===== src/rtl/sdram_pkg.sv =====
// -----------------------------------------------------------------------------
// sdram_pkg
// Shared definitions for the SDRAM controller: command encodings
// ({cs_n, ras_n, cas_n, we_n}), bus widths and the one-hot arbiter states.
// Imported by the arbiter and by the read and write stages.
// -----------------------------------------------------------------------------
package sdram_pkg;

    localparam int ADDR_W = 13;
    localparam int BANK_W = 2;
    localparam int DQ_W   = 16;

    localparam logic [3:0] CMD_NOP  = 4'b0111;
    localparam logic [3:0] CMD_PRE  = 4'b0010;
    localparam logic [3:0] CMD_AREF = 4'b0001;
    localparam logic [3:0] CMD_ACT  = 4'b0011;
    localparam logic [3:0] CMD_RD   = 4'b0101;
    localparam logic [3:0] CMD_WR   = 4'b0100;

    // One-hot arbiter states
    typedef enum logic [4:0] {
        S_INIT  = 5'b00001,
        S_ARBIT = 5'b00010,
        S_AREF  = 5'b00100,
        S_WRITE = 5'b01000,
        S_READ  = 5'b10000
    } state_t;

endpackage


===== src/rtl/sdram_arbit.sv =====
// -----------------------------------------------------------------------------
// sdram_arbit
// Command arbiter between the SDRAM pins and the init, auto-refresh, write and
// read sources. Grants one source at a time, fixed priority
// refresh > write > read, and holds the grant until that source's end flag.
//
// Ports:
//   sclk, s_rst_n            clock, synchronous active-low reset
//   init_end/cmd/addr        init source (owns the bus until init_end)
//   ref_req/flag_ref_end/... refresh source (always bank 0)
//   wr_req/flag_wr_end/...   write source
//   rd_req/flag_rd_end/...   read source
//   ref_en, wr_en, rd_en     registered grant levels (at most one high)
//   sdram_cke                constant 1
//   sdram_cmd/addr/bank      bus, muxed combinationally from the state
// -----------------------------------------------------------------------------
module sdram_arbit
    import sdram_pkg::*;
#(
    parameter logic [3:0] CMD_NOP = 4'b0111
) (
    input  logic              sclk,
    input  logic              s_rst_n,
    input  logic              init_end,
    input  logic [3:0]        init_cmd,
    input  logic [ADDR_W-1:0] init_addr,
    input  logic              ref_req,
    input  logic              flag_ref_end,
    input  logic [3:0]        ref_cmd,
    input  logic [ADDR_W-1:0] ref_addr,
    input  logic              wr_req,
    input  logic              flag_wr_end,
    input  logic [3:0]        wr_cmd,
    input  logic [ADDR_W-1:0] wr_addr,
    input  logic [BANK_W-1:0] wr_bank,
    input  logic              rd_req,
    input  logic              flag_rd_end,
    input  logic [3:0]        rd_cmd,
    input  logic [ADDR_W-1:0] rd_addr,
    input  logic [BANK_W-1:0] rd_bank,
    output logic              ref_en,
    output logic              wr_en,
    output logic              rd_en,
    output logic              sdram_cke,
    output logic [3:0]        sdram_cmd,
    output logic [ADDR_W-1:0] sdram_addr,
    output logic [BANK_W-1:0] sdram_bank
);

    state_t state_r;

    assign sdram_cke = 1'b1;

    // Arbiter FSM; grant flags are registered and change on the same edge as the state
    always_ff @(posedge sclk) begin
        if (!s_rst_n) begin
            state_r <= S_INIT;
            ref_en  <= 1'b0;
            wr_en   <= 1'b0;
            rd_en   <= 1'b0;
        end else begin
            case (state_r)
                S_INIT: begin
                    if (init_end) begin
                        state_r <= S_ARBIT;
                    end
                end
                S_ARBIT: begin
                    if (ref_req) begin
                        state_r <= S_AREF;
                        ref_en  <= 1'b1;
                    end else if (wr_req) begin
                        state_r <= S_WRITE;
                        wr_en   <= 1'b1;
                    end else if (rd_req) begin
                        state_r <= S_READ;
                        rd_en   <= 1'b1;
                    end
                end
                // Only the granted source's end flag releases the bus
                S_AREF: begin
                    if (flag_ref_end) begin
                        state_r <= S_ARBIT;
                        ref_en  <= 1'b0;
                    end
                end
                S_WRITE: begin
                    if (flag_wr_end) begin
                        state_r <= S_ARBIT;
                        wr_en   <= 1'b0;
                    end
                end
                S_READ: begin
                    if (flag_rd_end) begin
                        state_r <= S_ARBIT;
                        rd_en   <= 1'b0;
                    end
                end
                // Illegal encoding: drop every grant and restart from init
                default: begin
                    state_r <= S_INIT;
                    ref_en  <= 1'b0;
                    wr_en   <= 1'b0;
                    rd_en   <= 1'b0;
                end
            endcase
        end
    end

    // Bus mux: sources already register their outputs, so no extra stage here
    always_comb begin
        sdram_cmd  = CMD_NOP;
        sdram_addr = {ADDR_W{1'b0}};
        sdram_bank = {BANK_W{1'b0}};
        case (state_r)
            S_INIT: begin
                sdram_cmd  = init_cmd;
                sdram_addr = init_addr;
            end
            S_ARBIT: begin
                sdram_cmd  = CMD_NOP;
            end
            S_AREF: begin
                sdram_cmd  = ref_cmd;
                sdram_addr = ref_addr;
            end
            S_WRITE: begin
                sdram_cmd  = wr_cmd;
                sdram_addr = wr_addr;
                sdram_bank = wr_bank;
            end
            S_READ: begin
                sdram_cmd  = rd_cmd;
                sdram_addr = rd_addr;
                sdram_bank = rd_bank;
            end
            default: begin
                sdram_cmd  = CMD_NOP;
            end
        endcase
    end

endmodule


===== config.mk =====
export PLATFORM = sky130hd
export DESIGN_NAME = sdram_arbit
export DESIGN_NICKNAME = d
export VERILOG_FILES = /design/src/rtl/sdram_pkg.sv /design/src/rtl/sdram_arbit.sv
export SDC_FILE = /design/constraint.sdc
export NUM_CORES = 1
export LEC_CHECK = 0
export CORE_ASPECT_RATIO = 0.9
export CORE_MARGIN = 2
export CORE_UTILIZATION = 25
export CTS_BUF_LIST = sky130_fd_sc_hd__clkbuf_16
export DETAILED_ROUTE_END_ITERATION = 10
export PLACE_DENSITY_LB_ADDON = 0.12
export SETUP_SLACK_MARGIN = 0.1
export SKIP_CTS_REPAIR_TIMING = 1
export SLEW_MARGIN = 20
export SYNTH_ARGS = -nofsm -noshare
export SYNTH_HDL_FRONTEND = slang
export SYNTH_SLANG_ARGS = --single-unit

===== constraint.sdc =====
create_clock -name sclk -period 1.75 [get_ports sclk]
set_input_delay 0.35 -clock sclk [delete_from_list [all_inputs] [get_ports sclk]]
set_output_delay 0.35 -clock sclk [all_outputs]
set_load 0.005 [all_outputs]

==> results.toml <==
[status]
status = "finished, violations left"
violations = "negative setup slack"

[floorplan]
die_h_um = 61.0
start_util_pct = 26.4
die_x_um = 67.4
core_um2 = 3430
rows = 20
ios = 104
dieArea_um2 = 4110

[synth]
synth-edff-count = 0
synth_area_um2 = 903
synth.area.mux_share_pct = 1.11
async_reset_ff_share_pct = 0
synth_xor_area_share_pct = 0.970
synth.area.top_cells = "a222oi_1 (19%), dfxtp_1 (18%), nand2_1 (14%), buf_2 (3.3%), nor4b_1 (2.9%)"
synthTopCellsByCount = "nand2_1 (33), a222oi_1 (17), dfxtp_1 (8)"
synth_simple_gate_area_share_pct = 40.6
synth_seq_area_share_pct = 17.7
synth_largest_area_cell = "a222oi_1"
synth_compound_area_share_pct = 31.7
synth_top_area_share_pct = 18.8
synth_flop_cell = "dfxtp_1"
syn-num-nets = 203
synthAdderAreaFrac_pct = 0
ys_types = 35
yosysMostFrequentCell = "nand2_1"
synth_top_family_by_area = "simple AND/OR/NAND/NOR gates"
ys_ff_latch = 8
syn_inst = 122
syn_avg_cell_area_um2 = 7.40
yosys_warnings = 0

[timing]
worst_slew_pin_slew_ns = 0.514
fin_crit_sh_pct = 136
period_needed_ns = 2.38
final.setup_skew_ns = 0.00117
final_max_slew_viol_count = 0
finalHoldViolCount = 0
whs_ns = 0.526
rsz0062_at_grt = "true"
max_freq_mhz = 419
slew_headroom_pct = 65.2
setup_viol = 24
setup_slack_ns = -0.634

[placement]
pre_cts_ws_ns = -0.588
port_buffers = 102
dp_hpwl_um = 3420
numPlacedInstances = 276
finalWeightedCongestion = 0.835

[clocking]
cts_buffers = 3
clock_path_buffers = 2
cts_tree = "done"
cts-root-buf = "clkbuf_16"
clkSinkCount = 8
clk_pin_slew_ns = 0.04
worstSkewPairLatency_ns = 0.23
cts_max_level = 1

[layout]
nets = 348
fillers = 255
final_layout_size_suffix_gt1_share_pct = 37.7
layout.cells.non_filler = 309
antennaDiodeCount = 0
synthToLayoutAreaGrowth_pct = 179

[grt]
grt_use_total_pct = 20.4
grt_max_degree = 21
antenna_found_initial = 0
gr-total-overflow = 0
grt_pass1_vias = 1397
grt_pass1_wl_um = 6380

[setup_path]
worstPathRequired_ns = 1.40
crit_type = "flop to output pin"
path_max_fanout = 4
reg2reg_depth = 9
crit_path_start_kind = "flop"
cp.arrival_ns = 2.03
endpoint_kind = "output pin"

[detailed_routing]
drc = 0
vias_per_cell = 5.27
postRouteAntennaNets = 0
vias = 1629
firstDrtPassIters = 5
drt_iter0_drc = 107
wl_um = 5150
wl_per_cell_um = 16.7

[power_and_ir_drop]
power_density_nw_per_um2 = 1270
power_frac_clock_pct = 12.0
p_seq_share_pct = 8.1
sw_frac_of_total_pct = 34.9
p_leak_nw = 1.08
p_switching_mw = 1.12
ir_worst_vdd_mv = 0.728
intPower_mw = 2.09
power_frac_comb_pct = 79.9

[hold_path]
hold_depth = 1
min_path_type = "flop to flop"

[run]
drv_cap = 0
flip-flops by register name, indices dropped and copies added (netlist names):
register,flops
state_r,5
wr_en,1
ref_en,1
rd_en,1
layer usage:
metal,vias to the layer above,part of all wire (%),global-route usage (%)
li1,773,-,-
met4,0,1.6,7.29
met5,-,0,0
met1,754,39,23.5
met3,10,9.0,4.94
met2,92,51,37.1
path summary, 6_finish.rpt:
| check | end | start | slack (ns) |
|---|---|---|---|
| worst max-delay path | sdram_addr[6] | state_r[4] | -0.63 |
| worst min-delay path | rd_en | rd_en | 0.53 |
| worst max register to register | rd_en | state_r[4] | -0.25 |
| worst min register to register | rd_en | rd_en | 0.53 |
power groups by stage:
stage                     combinational, mW  clock [mW]  sequential, mW
after detailed placement               1.72           0           0.256
after global placement                 1.69           0           0.255
final                                  2.56       0.385           0.258
after CTS                              1.73       0.390           0.253
after floorplan                       0.773           0           0.251
after global routing                   2.73       0.400           0.267
cells by family (layout without fill, tap and decap cells):
logic type,after synthesis,after routing
muxes,1,1
AOI/OAI and AO/OA,33,33
and+or+nand+nor,67,69
buffers and inverters,11,152
xor gates and xnor gates,1,1
other,1,1
DFF,8,8
worst max-delay path: stages (launching register included):
cell	delay, ns
dfxtp_2	0.31
buf_6	0.11
or3_4	0.41
nor3b_4	0.31
buf_6	0.16
buf_6	0.09
clkbuf_16	0.12
buf_6	0.08
nand2_2	0.03
nand2_1	0.05
clkbuf_2	0.11
per-stage QoR:
stage / cell area [um^2] / TNS [ns] / utilization, % / power [mW]
5_1_grt: 2520 / -11.36 / 73.6 / 3.40
3_5_place_dp: 2100 / -10.95 / 61.2 / 1.98
6_report: 2520 / -9.64 / 73.6 / 3.20
4_1_cts: 2170 / -15.55 / 63.4 / 2.37
3_3_place_gp: 2100 / -9.92 / 61.2 / 1.94
2_1_floorplan: 952 / -0.244 / - / 1.02
cell type report:
type	instances	area, um^2	area share (%)
repair buffers	148	1430	56.8
multi-input cells	105	788	31.2
flip-flops and latches	8	168	6.65
clock buffers	3	75.1	2.98
well taps	44	55.1	2.18
inverters	1	3.75	0.149
cell usage in the layout (no fill, tap or decap), types with 2 or more instances in the layout:
| cell | synthesis | routed |
|---|---|---|
| nor4b_1 | 3 | 2 |
| dfxtp_2 | 0 | 3 |
| clkbuf_16 | 0 | 6 |
| buf_6 | 1 | 15 |
| dfxtp_1 | 8 | 4 |
| nor4b_2 | 1 | 2 |
| clkdlybuf4s50_1 | 0 | 83 |
| buf_2 | 6 | 10 |
| o31a_1 | 2 | 2 |
| nand2_2 | 0 | 10 |
| buf_12 | 0 | 3 |
| a22o_1 | 2 | 2 |
| buf_8 | 0 | 2 |
| a21oi_1 | 5 | 4 |
| nor3_1 | 5 | 4 |
| nand3_1 | 3 | 2 |
| nor4_1 | 3 | 2 |
| nand2_1 | 33 | 23 |
| nor2_4 | 0 | 4 |
| buf_4 | 3 | 23 |
| nor2_1 | 6 | 5 |
| nand2b_1 | 2 | 2 |
| a211oi_1 | 2 | 2 |
| clkbuf_2 | 0 | 9 |
| nor3b_4 | 1 | 3 |
| a222oi_1 | 17 | 17 |
| or3_4 | 2 | 2 |
Power figures use the tool's default switching activity.
